`src/rtl/csa_mult_pkg.sv`:
```
// Shared sizing helpers for the pipelined carry-save array multiplier.
// The stage record type is declared in csa_mult_pipe using these helpers,
// since its field widths follow the top-level parameters.
package csa_mult_pkg;

  // Number of carry-save pipeline stages (row groups).
  function automatic int unsigned csa_stages(input int unsigned width,
                                             input int unsigned rows_per_stage);
    return width / rows_per_stage;
  endfunction

  // Total register stages from acceptance to result: row groups plus merge.
  function automatic int unsigned csa_latency(input int unsigned width,
                                              input int unsigned rows_per_stage);
    return csa_stages(width, rows_per_stage) + 1;
  endfunction

  // Product width for a WIDTH x WIDTH multiply.
  function automatic int unsigned csa_pw(input int unsigned width);
    return 2 * width;
  endfunction

endpackage

```
`src/rtl/csa_mult_row.sv`:
```
// One carry-save row of the array multiplier: folds partial-product row ROW
// (a[j] & b[ROW] placed at bit ROW+j) into a redundant sum/carry pair.
// Baugh-Wooley inversions are applied when i_signed is set; the constant
// injection is done once at the top of the array, not here.
module csa_row
  import csa_mult_pkg::*;
#(
  parameter int unsigned WIDTH = 8,
  parameter int unsigned ROW   = 0
) (
  input  logic [WIDTH-1:0]   i_a,
  input  logic               i_b,
  input  logic [2*WIDTH-1:0] i_sum,
  input  logic [2*WIDTH-1:0] i_carry,
  input  logic               i_signed,
  output logic [2*WIDTH-1:0] o_sum,
  output logic [2*WIDTH-1:0] o_carry
);

  localparam int unsigned PW = csa_pw(WIDTH);

  // Carry generated at bit k, which lands at bit k+1 of o_carry. The carry
  // out of the top bit is outside the product width and is dropped.
  logic [PW-2:0] w_cout;

  for (genvar k = 0; k < PW; k++) begin : g_bit
    if (k >= ROW && k < ROW + WIDTH) begin : g_fa
      localparam int unsigned J = k - ROW;
      // Sign-weighted terms: last column of every row but the last, and every
      // column but the last of the final row.
      localparam bit INV = (J == WIDTH - 1) != (ROW == WIDTH - 1);
      logic w_pp;
      assign w_pp      = (i_a[J] & i_b) ^ (INV & i_signed);
      assign o_sum[k]  = i_sum[k] ^ i_carry[k] ^ w_pp;
      assign w_cout[k] = (i_sum[k] & i_carry[k]) | (i_sum[k] & w_pp) | (i_carry[k] & w_pp);
    end else begin : g_ha
      assign o_sum[k] = i_sum[k] ^ i_carry[k];
      if (k < PW - 1) begin : g_hc
        assign w_cout[k] = i_sum[k] & i_carry[k];
      end
    end
  end

  assign o_carry = {w_cout, 1'b0};

endmodule

```
`src/rtl/csa_mult_pipe.sv`:
```
// Pipelined WIDTH x WIDTH carry-save array multiplier with valid/ready on both
// sides. ROWS_PER_STAGE carry-save rows are evaluated between registers, and a
// final registered adder merges the sum/carry vectors. The whole pipeline
// advances together and freezes while a result is held by the consumer.
// Optional feature macro: CSA_MULT_SIGNED_EN enables per-operation
// two's-complement (Baugh-Wooley) mode via in_signed; without it, in_signed
// is ignored and every operation is unsigned.
module csa_mult_pipe
  import csa_mult_pkg::*;
#(
  parameter int unsigned WIDTH          = 8,
  parameter int unsigned ROWS_PER_STAGE = 2,
  parameter int unsigned TAG_W          = 4
) (
  input  logic               clk,
  input  logic               rst,
  input  logic               in_valid,
  output logic               in_ready,
  input  logic [WIDTH-1:0]   in_a,
  input  logic [WIDTH-1:0]   in_b,
  input  logic               in_signed,
  input  logic [TAG_W-1:0]   in_tag,
  output logic               out_valid,
  input  logic               out_ready,
  output logic [2*WIDTH-1:0] out_p,
  output logic [TAG_W-1:0]   out_tag
);

  localparam int unsigned S   = csa_stages(WIDTH, ROWS_PER_STAGE);
  localparam int unsigned PW  = csa_pw(WIDTH);
  localparam int unsigned RPS = ROWS_PER_STAGE;

  if (WIDTH < 4 || (WIDTH % ROWS_PER_STAGE) != 0) begin : g_param_check
    $error("csa_mult_pipe: WIDTH must be >= 4 and a multiple of ROWS_PER_STAGE");
  end

  typedef struct packed {
    logic             vld;
`ifdef CSA_MULT_SIGNED_EN
    logic             sgn;
`endif
    logic [TAG_W-1:0] tag;
    logic [PW-1:0]    sum;
    logic [PW-1:0]    carry;
    logic [WIDTH-1:0] a;
    logic [WIDTH-1:0] b;
  } stage_t;

  logic             w_en;
  logic             r_out_vld;
  logic [PW-1:0]    r_p;
  logic [TAG_W-1:0] r_tag;
  stage_t           w_in0;
  stage_t           w_q [S];

  assign w_en      = !r_out_vld || out_ready;
  assign in_ready  = w_en;
  assign out_valid = r_out_vld;
  assign out_p     = r_p;
  assign out_tag   = r_tag;

  // Seed record for the first row group. Signed mode preloads the
  // Baugh-Wooley correction constant (bits WIDTH and 2*WIDTH-1) into the sum.
  always_comb begin
    w_in0       = '0;
    w_in0.vld   = in_valid;
    w_in0.tag   = in_tag;
    w_in0.a     = in_a;
    w_in0.b     = in_b;
    w_in0.carry = '0;
`ifdef CSA_MULT_SIGNED_EN
    w_in0.sgn   = in_signed;
    w_in0.sum   = '0;
    if (in_signed) begin
      w_in0.sum[WIDTH]  = 1'b1;
      w_in0.sum[PW-1]   = 1'b1;
    end
`else
    w_in0.sum   = '0;
`endif
  end

  for (genvar g = 0; g < S; g++) begin : g_stage
    stage_t        w_in;
    stage_t        w_nxt;
    stage_t        r_q;
    logic          w_sgn;
    logic [PW-1:0] w_sum [RPS+1];
    logic [PW-1:0] w_car [RPS+1];

    if (g == 0) begin : g_first
      assign w_in = w_in0;
    end else begin : g_chain
      assign w_in = w_q[g-1];
    end

`ifdef CSA_MULT_SIGNED_EN
    assign w_sgn = w_in.sgn;
`else
    assign w_sgn = 1'b0;
`endif

    assign w_sum[0] = w_in.sum;
    assign w_car[0] = w_in.carry;

    for (genvar r = 0; r < RPS; r++) begin : g_row
      csa_row #(
        .WIDTH (WIDTH),
        .ROW   (g * RPS + r)
      ) u_row (
        .i_a      (w_in.a),
        .i_b      (w_in.b[g*RPS+r]),
        .i_sum    (w_sum[r]),
        .i_carry  (w_car[r]),
        .i_signed (w_sgn),
        .o_sum    (w_sum[r+1]),
        .o_carry  (w_car[r+1])
      );
    end

    // Carry the record forward with this group's rows folded in.
    always_comb begin
      w_nxt       = w_in;
      w_nxt.sum   = w_sum[RPS];
      w_nxt.carry = w_car[RPS];
    end

    // Stage register: advances only with the global enable; reset clears valid.
    always_ff @(posedge clk) begin
      if (rst) begin
        r_q.vld <= 1'b0;
      end else if (w_en) begin
        r_q <= w_nxt;
      end
    end

    assign w_q[g] = r_q;
  end

  // Merge stage: carry-propagate add of the redundant pair into the output.
  always_ff @(posedge clk) begin
    if (rst) begin
      r_out_vld <= 1'b0;
      r_p       <= '0;
      r_tag     <= '0;
    end else if (w_en) begin
      r_out_vld <= w_q[S-1].vld;
      r_p       <= w_q[S-1].sum + w_q[S-1].carry;
      r_tag     <= w_q[S-1].tag;
    end
  end

  // Operands and mode are not needed once the last row group has run.
  logic w_unused;
`ifdef CSA_MULT_SIGNED_EN
  assign w_unused = ^{w_q[S-1].sgn, w_q[S-1].a, w_q[S-1].b};
`else
  assign w_unused = ^{in_signed, w_q[S-1].a, w_q[S-1].b};
`endif

endmodule

```
`config.mk`:
```
export PLATFORM = sky130hd
export DESIGN_NAME = csa_mult_pipe
export DESIGN_NICKNAME = d
export VERILOG_FILES = /design/src/rtl/csa_mult_pkg.sv /design/src/rtl/csa_mult_row.sv /design/src/rtl/csa_mult_pipe.sv
export SDC_FILE = /design/constraint.sdc
export NUM_CORES = 1
export LEC_CHECK = 0
export CAP_MARGIN = 20
export CORE_UTILIZATION = 30
export DETAILED_ROUTE_END_ITERATION = 7
export PLACE_DENSITY = 0.55
export SYNTH_ARGS = -nofsm -noshare
export SYNTH_HDL_FRONTEND = slang
export SYNTH_SLANG_ARGS = --single-unit
```
`constraint.sdc`:
```
create_clock -name clk -period 14 [get_ports clk]
set_clock_uncertainty 0.05 [all_clocks]
set_input_delay 2.8 -clock clk [delete_from_list [all_inputs] [get_ports clk]]
set_output_delay 2.8 -clock clk [all_outputs]
set_load 0.02 [all_outputs]
```
==> results of run 1 <==
==> power by group through the flow <==
stage	sequential [mW]	combinational, mW	clock [mW]
after floorplan	0.611	0.0975	0
after CTS	0.591	0.173	0.450
final	0.589	0.169	0.437
after global placement	0.599	0.169	0
after detailed placement	0.600	0.172	0
after global routing	0.597	0.196	0.468
==> layout by cell type (no fill, tap or decap), drive strengths merged, types with 2 or more instances in the layout <==
master	n
o21ai	2
a21oi	24
clkdlybuf4s50	45
buf	4
nor2	6
nand2b	2
clkbuf	18
fa	43
and2	64
clkinv	9
a211oi	2
dfxtp	25
bufinv	2
ha	14
nand3	4
nand2	40
inv	8
edfxtp	128
==> worst max-delay path by stage <==
stage,from,end,slack [ps],cells past startpoint
6_report,out_ready,in_ready,6520,5
4_1_cts,out_ready,in_ready,6490,5
3_3_place_gp,out_ready,in_ready,6520,5
3_5_place_dp,out_ready,in_ready,6490,5
5_1_grt,out_ready,in_ready,6410,5
2_1_floorplan,out_ready,g_stage[0].r_q[10],4880,4
==> registers in the layout, summed over array words and instances (netlist names) <==
name,cells
g_stage.r_q,132
out_p,16
out_tag,4
out_valid,1
==> cells by family (layout without fill, tap and decap cells) <==
logic type | after synthesis | count (layout) | synth area share [%]
compound gates | 35 | 35 | 3.262
xor+xnor | 1 | 1 | 0.1392
fa+ha+maj | 57 | 57 | 16.47
flops | 153 | 153 | 69.05
simple gates | 121 | 121 | 10.18
buf+inv | 12 | 86 | 0.8948
==> layer usage <==
metal / up-vias / track usage, %
li1: 1464 / -
met2: 47 / 13.98
met5: - / 0
met3: 9 / 3.168
met4: 0 / 4.115
met1: 1427 / 10.30
==> critical path, cell delays in order <==
cell and delay (ps):
clkdlybuf4s50_1 470, nor2b_2 40, buf_4 220, inv_2 390, clkdlybuf4s50_1 700
==> layout make-up <==
type | count | area [um^2] | share of cell area [%]
clock buffer | 18 | 429.2 | 5.589
clock inverter | 14 | 147.6 | 1.923
inverter | 5 | 18.77 | 0.2444
multi-input combinational | 214 | 1901 | 24.75
sequential | 153 | 4344 | 56.57
tap | 270 | 337.8 | 4.400
timing repair buffer | 49 | 500.5 | 6.518
==> results.py, run 1 <==
metrics = {
    "timing": {
        "clock.fmax_ghz": 0.1337,
        "setup_slack_ps": 6518,
        "hold_slack_ps": 366.7,
        "finalCritPeriodShare_pct": 53.44,
        "worst_pin_slew_ps": 1022,
        "finalSetupTns_ps": 0,
        "finalSetupViolCount": 0,
        "hold_viol_final": 0,
        "maxSlewHeadroom_pct": 31.73,
        "min_period_ps": 7482,
        "drv_slew": 0,
        "rsz0062_at_grt": "no",
    },
    "power": {
        "power_frac_comb_pct": 14.2,
        "p_per_area_nw_per_um2": 155.7,
        "seqPwrFrac_pct": 49.3,
        "static-leakage-power_nw": 2.813,
        "p_total_mw": 1.195,
        "worst_ir_drop_vdd_v": 0.00008529,
        "sw_frac_of_total_pct": 23.77,
        "p_switching_mw": 0.2841,
        "clkPwrFrac_pct": 36.6,
        "p_int_mw": 0.9111,
    },
    "critical_path": {
        "crit_type": "in2out",
        "r2r-start": "out_valid",
        "critPathRequiredTime_ps": 11150,
        "reg2reg_to": "g_stage[0].r_q[2]",
        "ff2ff_path_depth": 5,
        "cp_max_fo": 28,
        "start_kind": "input pin",
        "cp.arrival_ps": 4630,
        "endpoint_kind": "output port",
        "r2r_slack_ps": 11300,
    },
    "synth": {
        "seq_area_frac_synth_pct": 69.05,
        "synth_seq_cells": 153,
        "synthTopCellsByCount": "edfxtp_1, and2_1, fa_1",
        "netlist_instances": 379,
        "syn_area_um2": 6291,
        "yosys_warnings": 0,
        "synth_top_area_cell": "edfxtp_1",
        "synth_edf_count": 128,
        "async_flop_share_pct": 0,
        "netlist.area_leader.share_pct": 61.10,
        "ys_top_cells_by_area": "edfxtp_1, fa_1, dfxtp_1, and2_1, ha_1",
        "yosys_most_used_dff": "edfxtp_1",
        "avgSynthCellArea_um2": 16.60,
        "ys_types": 30,
        "synth.most_common_cell": "edfxtp_1",
        "syn_nets": 461,
    },
    "clock_tree": {
        "hold_buffers": 0,
        "numCtsBuffers": 17,
        "clock_latency_ps": 410,
        "cts_tree": "built",
        "cts-resized-gates": 0,
        "clock_tree.buffer_depth": 2,
        "clk_pin_slew_ps": 60,
        "cts.htree.levels": 4,
        "clock_sinks": 153,
        "post_cts_buffers": 0,
        "clockRootBuffer": "clkbuf_16",
    },
    "place": {
        "dp_hpwl_mm": 6.058,
        "place_inst": 690,
        "place.gp.congestion": 0.7031,
        "dpl_cell_area_um2": 7074,
        "dpl_worst_slack_ps": 6491,
        "port_buffers": 45,
    },
    "floorplanning": {
        "num_io_pins": 47,
        "rows": 52,
        "start_util_pct": 30.89,
        "dieArea_um2": 21550,
        "core-area_um2": 20360,
        "die_w_um": 146.8,
        "die_h_um": 146.8,
    },
    "global_routing": {
        "grt_pass1_wl_mm": 14.54,
        "grt_pass1_vias": 3027,
        "antenna_found_initial": 0,
        "overflow": 0,
        "track_usage_pct": 8.679,
        "grt_max_degree": 91,
    },
    "finish": {
        "final_area_um2": 7679,
        "fill_cells": 1877,
        "syn2layout_area_growth_pct": 22.06,
        "drive_above_1_share_pct": 8.389,
        "diodes": 0,
        "fin_nets": 522,
        "final_util_pct": 37.71,
        "fin_cells": 723,
    },
    "drt": {
        "avgRoutedWirePerCell_um": 11.76,
        "vias": 2947,
        "dr.pass1.iters": 4,
        "wirelength_mm": 8.506,
        "routed-wl-met2_mm": 4.164,
        "routed.top_layer": "met4",
        "first_iter_violations": 157,
        "drc": 0,
        "ant_nets": 0,
        "viasPerCell": 4.076,
        "drt-met1-wl_mm": 3.858,
        "wl_met3_um": 343,
    },
    "min_path": {
        "holdPathStages": 0,
        "hold_end": "g_stage[3].r_q[36]",
        "hold_start": "g_stage[2].r_q[36]",
        "hold_path_class": "reg2reg",
    },
    "run_status": {
        "status": "complete, no violations",
    },
    "flow_run": {
        "max-cap-violations": 0,
    },
}
Note: power is estimated with default switching activity, not from simulation.
==> run 2: changes to the inputs <==
--- a/config.mk
+++ b/config.mk
@@ -8,7 +8,7 @@
 export CAP_MARGIN = 20
 export CORE_UTILIZATION = 30
 export DETAILED_ROUTE_END_ITERATION = 7
-export PLACE_DENSITY = 0.55
+export PLACE_DENSITY = 0.57
 export SYNTH_ARGS = -nofsm -noshare
 export SYNTH_HDL_FRONTEND = slang
 export SYNTH_SLANG_ARGS = --single-unit
==> constraint.sdc (replaced) <==
create_clock -name clk -period 6.45 [get_ports clk]
set_clock_uncertainty 0.05 [all_clocks]
set_input_delay 1.29 -clock clk [delete_from_list [all_inputs] [get_ports clk]]
set_output_delay 1.29 -clock clk [all_outputs]
set_load 0.02 [all_outputs]
==> results.py, run 2 (synthesis gave the netlist of run 1 again) <==
metrics = {
    "finish": {
        "drive_above_1_share_pct": 7.761,
        "fin_cells": 721,
        "fin_nets": 520,
        "max_flop_register": "g_stage.r_q",
        "diodes": 0,
        "syn2layout_area_growth_pct": 22.35,
        "final_common_cell": "edfxtp_1",
        "layout_common_cells": "edfxtp_1, and2_1, clkdlybuf4s50_1",
        "largest_reg_flops": 132,
    },
    "global_routing": {
        "use_met3_pct": 2.640,
        "grt_pass1_vias": 3054,
        "grt_use_met2_pct": 13.79,
        "grt_pass1_wl_mm": 14.06,
        "grt_max_degree": 121,
        "met1_usage_pct": 9.724,
        "antenna_found_initial": 0,
        "track_usage_pct": 8.493,
        "grt_busiest_layer": "met2",
        "overflow": 0,
    },
    "clock_tree": {
        "numCtsBuffers": 17,
        "cts.htree.levels": 4,
        "clock_sinks": 153,
        "clk_pin_slew_ps": 60,
        "clockRootBuffer": "clkbuf_16",
        "post_cts_buffers": 0,
        "cts-resized-gates": 0,
        "clock_latency_ps": 420,
        "hold_buffers": 0,
        "cts_tree": "built",
        "clock_tree.buffer_depth": 2,
    },
    "timing": {
        "clock.fmax_ghz": 0.2251,
        "drv_slew": 0,
        "maxSlewHeadroom_pct": 36.49,
        "hold_viol_final": 0,
        "finalSetupViolCount": 0,
        "worst_pin_slew_ps": 949.6,
        "finalCritPeriodShare_pct": 68.87,
        "min_period_ps": 4442,
        "rsz0062_at_grt": "no",
        "finalSetupTns_ps": 0,
    },
    "critical_path": {
        "cpPeakStageDelay_ps": 690,
        "critPathMostFrequentCell": "clkdlybuf4s50_1",
        "crit_chain": "clkdlybuf4s50_1 -> nor2b_2 -> buf_4 -> inv_2 -> clkdlybuf4s50_1",
        "ff2ff_path_depth": 3,
        "cp_max_fo": 28,
        "r2r_slack_ps": 4490,
        "endpoint_kind": "output port",
        "critPathSlowestCell": "clkdlybuf4s50_1",
        "cp.arrival_ps": 3100,
        "critPathRequiredTime_ps": 5110,
        "crit_type": "in2out",
        "start_kind": "input pin",
    },
    "drt": {
        "avgRoutedWirePerCell_um": 11.42,
        "dr.pass1.iters": 5,
        "viasPerCell": 4.026,
        "wirelength_mm": 8.236,
        "drc": 0,
        "first_iter_violations": 185,
        "vias": 2903,
        "ant_nets": 0,
    },
    "min_path": {
        "hold_path_class": "reg2reg",
        "holdPathStages": 0,
    },
    "power": {
        "p_per_area_nw_per_um2": 341.5,
        "static-leakage-power_nw": 2.821,
        "worst_ir_drop_vdd_v": 0.0001663,
    },
    "floorplanning": {
        "die_w_um": 146.8,
        "die_h_um": 146.8,
        "num_io_pins": 47,
        "core-area_um2": 20360,
        "rows": 52,
        "start_util_pct": 30.89,
        "dieArea_um2": 21550,
    },
    "place": {
        "place.gp.congestion": 0.7065,
        "dp_hpwl_mm": 5.950,
        "place_inst": 689,
        "port_buffers": 45,
    },
    "run_status": {
        "status": "complete, no violations",
    },
    "flow_run": {
        "max-cap-violations": 0,
    },
}
run 2: cell count changes in the layout (fill, tap and decap cells not counted), moves of 2 or more:
| cell | before | now |
|---|---|---|
| buf_4 | 3 | 1 |
| clkbuf_1 | 1 | 3 |
| clkbuf_16 | 17 | 20 |
| clkbuf_8 | 0 | 4 |
| clkinv_4 | 4 | 0 |
| inv_6 | 2 | 0 |
run 2: critical path: cells and delay by family:
family        cells  cell delay, ps
buf+inv           4            1760
simple gates      1              40
run 2: final cells by class:
cell class | instances | area (um^2)
Tap cell | 270 | 337.8
Inverter | 5 | 18.77
Clock inverter | 5 | 51.30
Fill cell | 1885 | 12670
Timing Repair Buffer | 47 | 478.0
Clock buffer | 27 | 566.8
Multi-Input combinational cell | 214 | 1901
Sequential cell | 153 | 4344
run 2: metal layers:
| metal | up-vias | routed length [um] |
|---|---|---|
| li1 | 1458 | - |
| met1 | 1381 | 3761 |
| met2 | 50 | 4008 |
| met3 | 14 | 263 |
| met4 | 0 | 204 |
| met5 | - | 0 |
run 2: final timing paths:
path                      startpoint            endpoint
setup / recovery           out_ready            in_ready
hold reg to reg   g_stage[1].r_q[35]  g_stage[2].r_q[35]
setup reg to reg   g_stage[1].r_q[4]  g_stage[2].r_q[41]
hold / removal    g_stage[1].r_q[35]  g_stage[2].r_q[35]
run 2: power by group:
group,switching (mW),internal [mW]
Clock,0.349,0.640
Sequential,0.0536,1.23
Combinational,0.182,0.177
Total,0.585,2.04
run 2: through the flow:
step           utilization [%]  setup WS (ps)  power [mW]  cell area (um^2)  hold WS (ps)
3_5_place_dp             34.76           1975       1.674              7079         354.5
4_1_cts                  37.80           1973       2.669              7697         366.3
6_report                 37.80           2008       2.629              7697         366.1
2_1_floorplan                -           1014       1.535              6294         350.3
3_3_place_gp             34.76           1991       1.665              7079         353.9
5_1_grt                  37.80           1909       2.764              7697         370.2
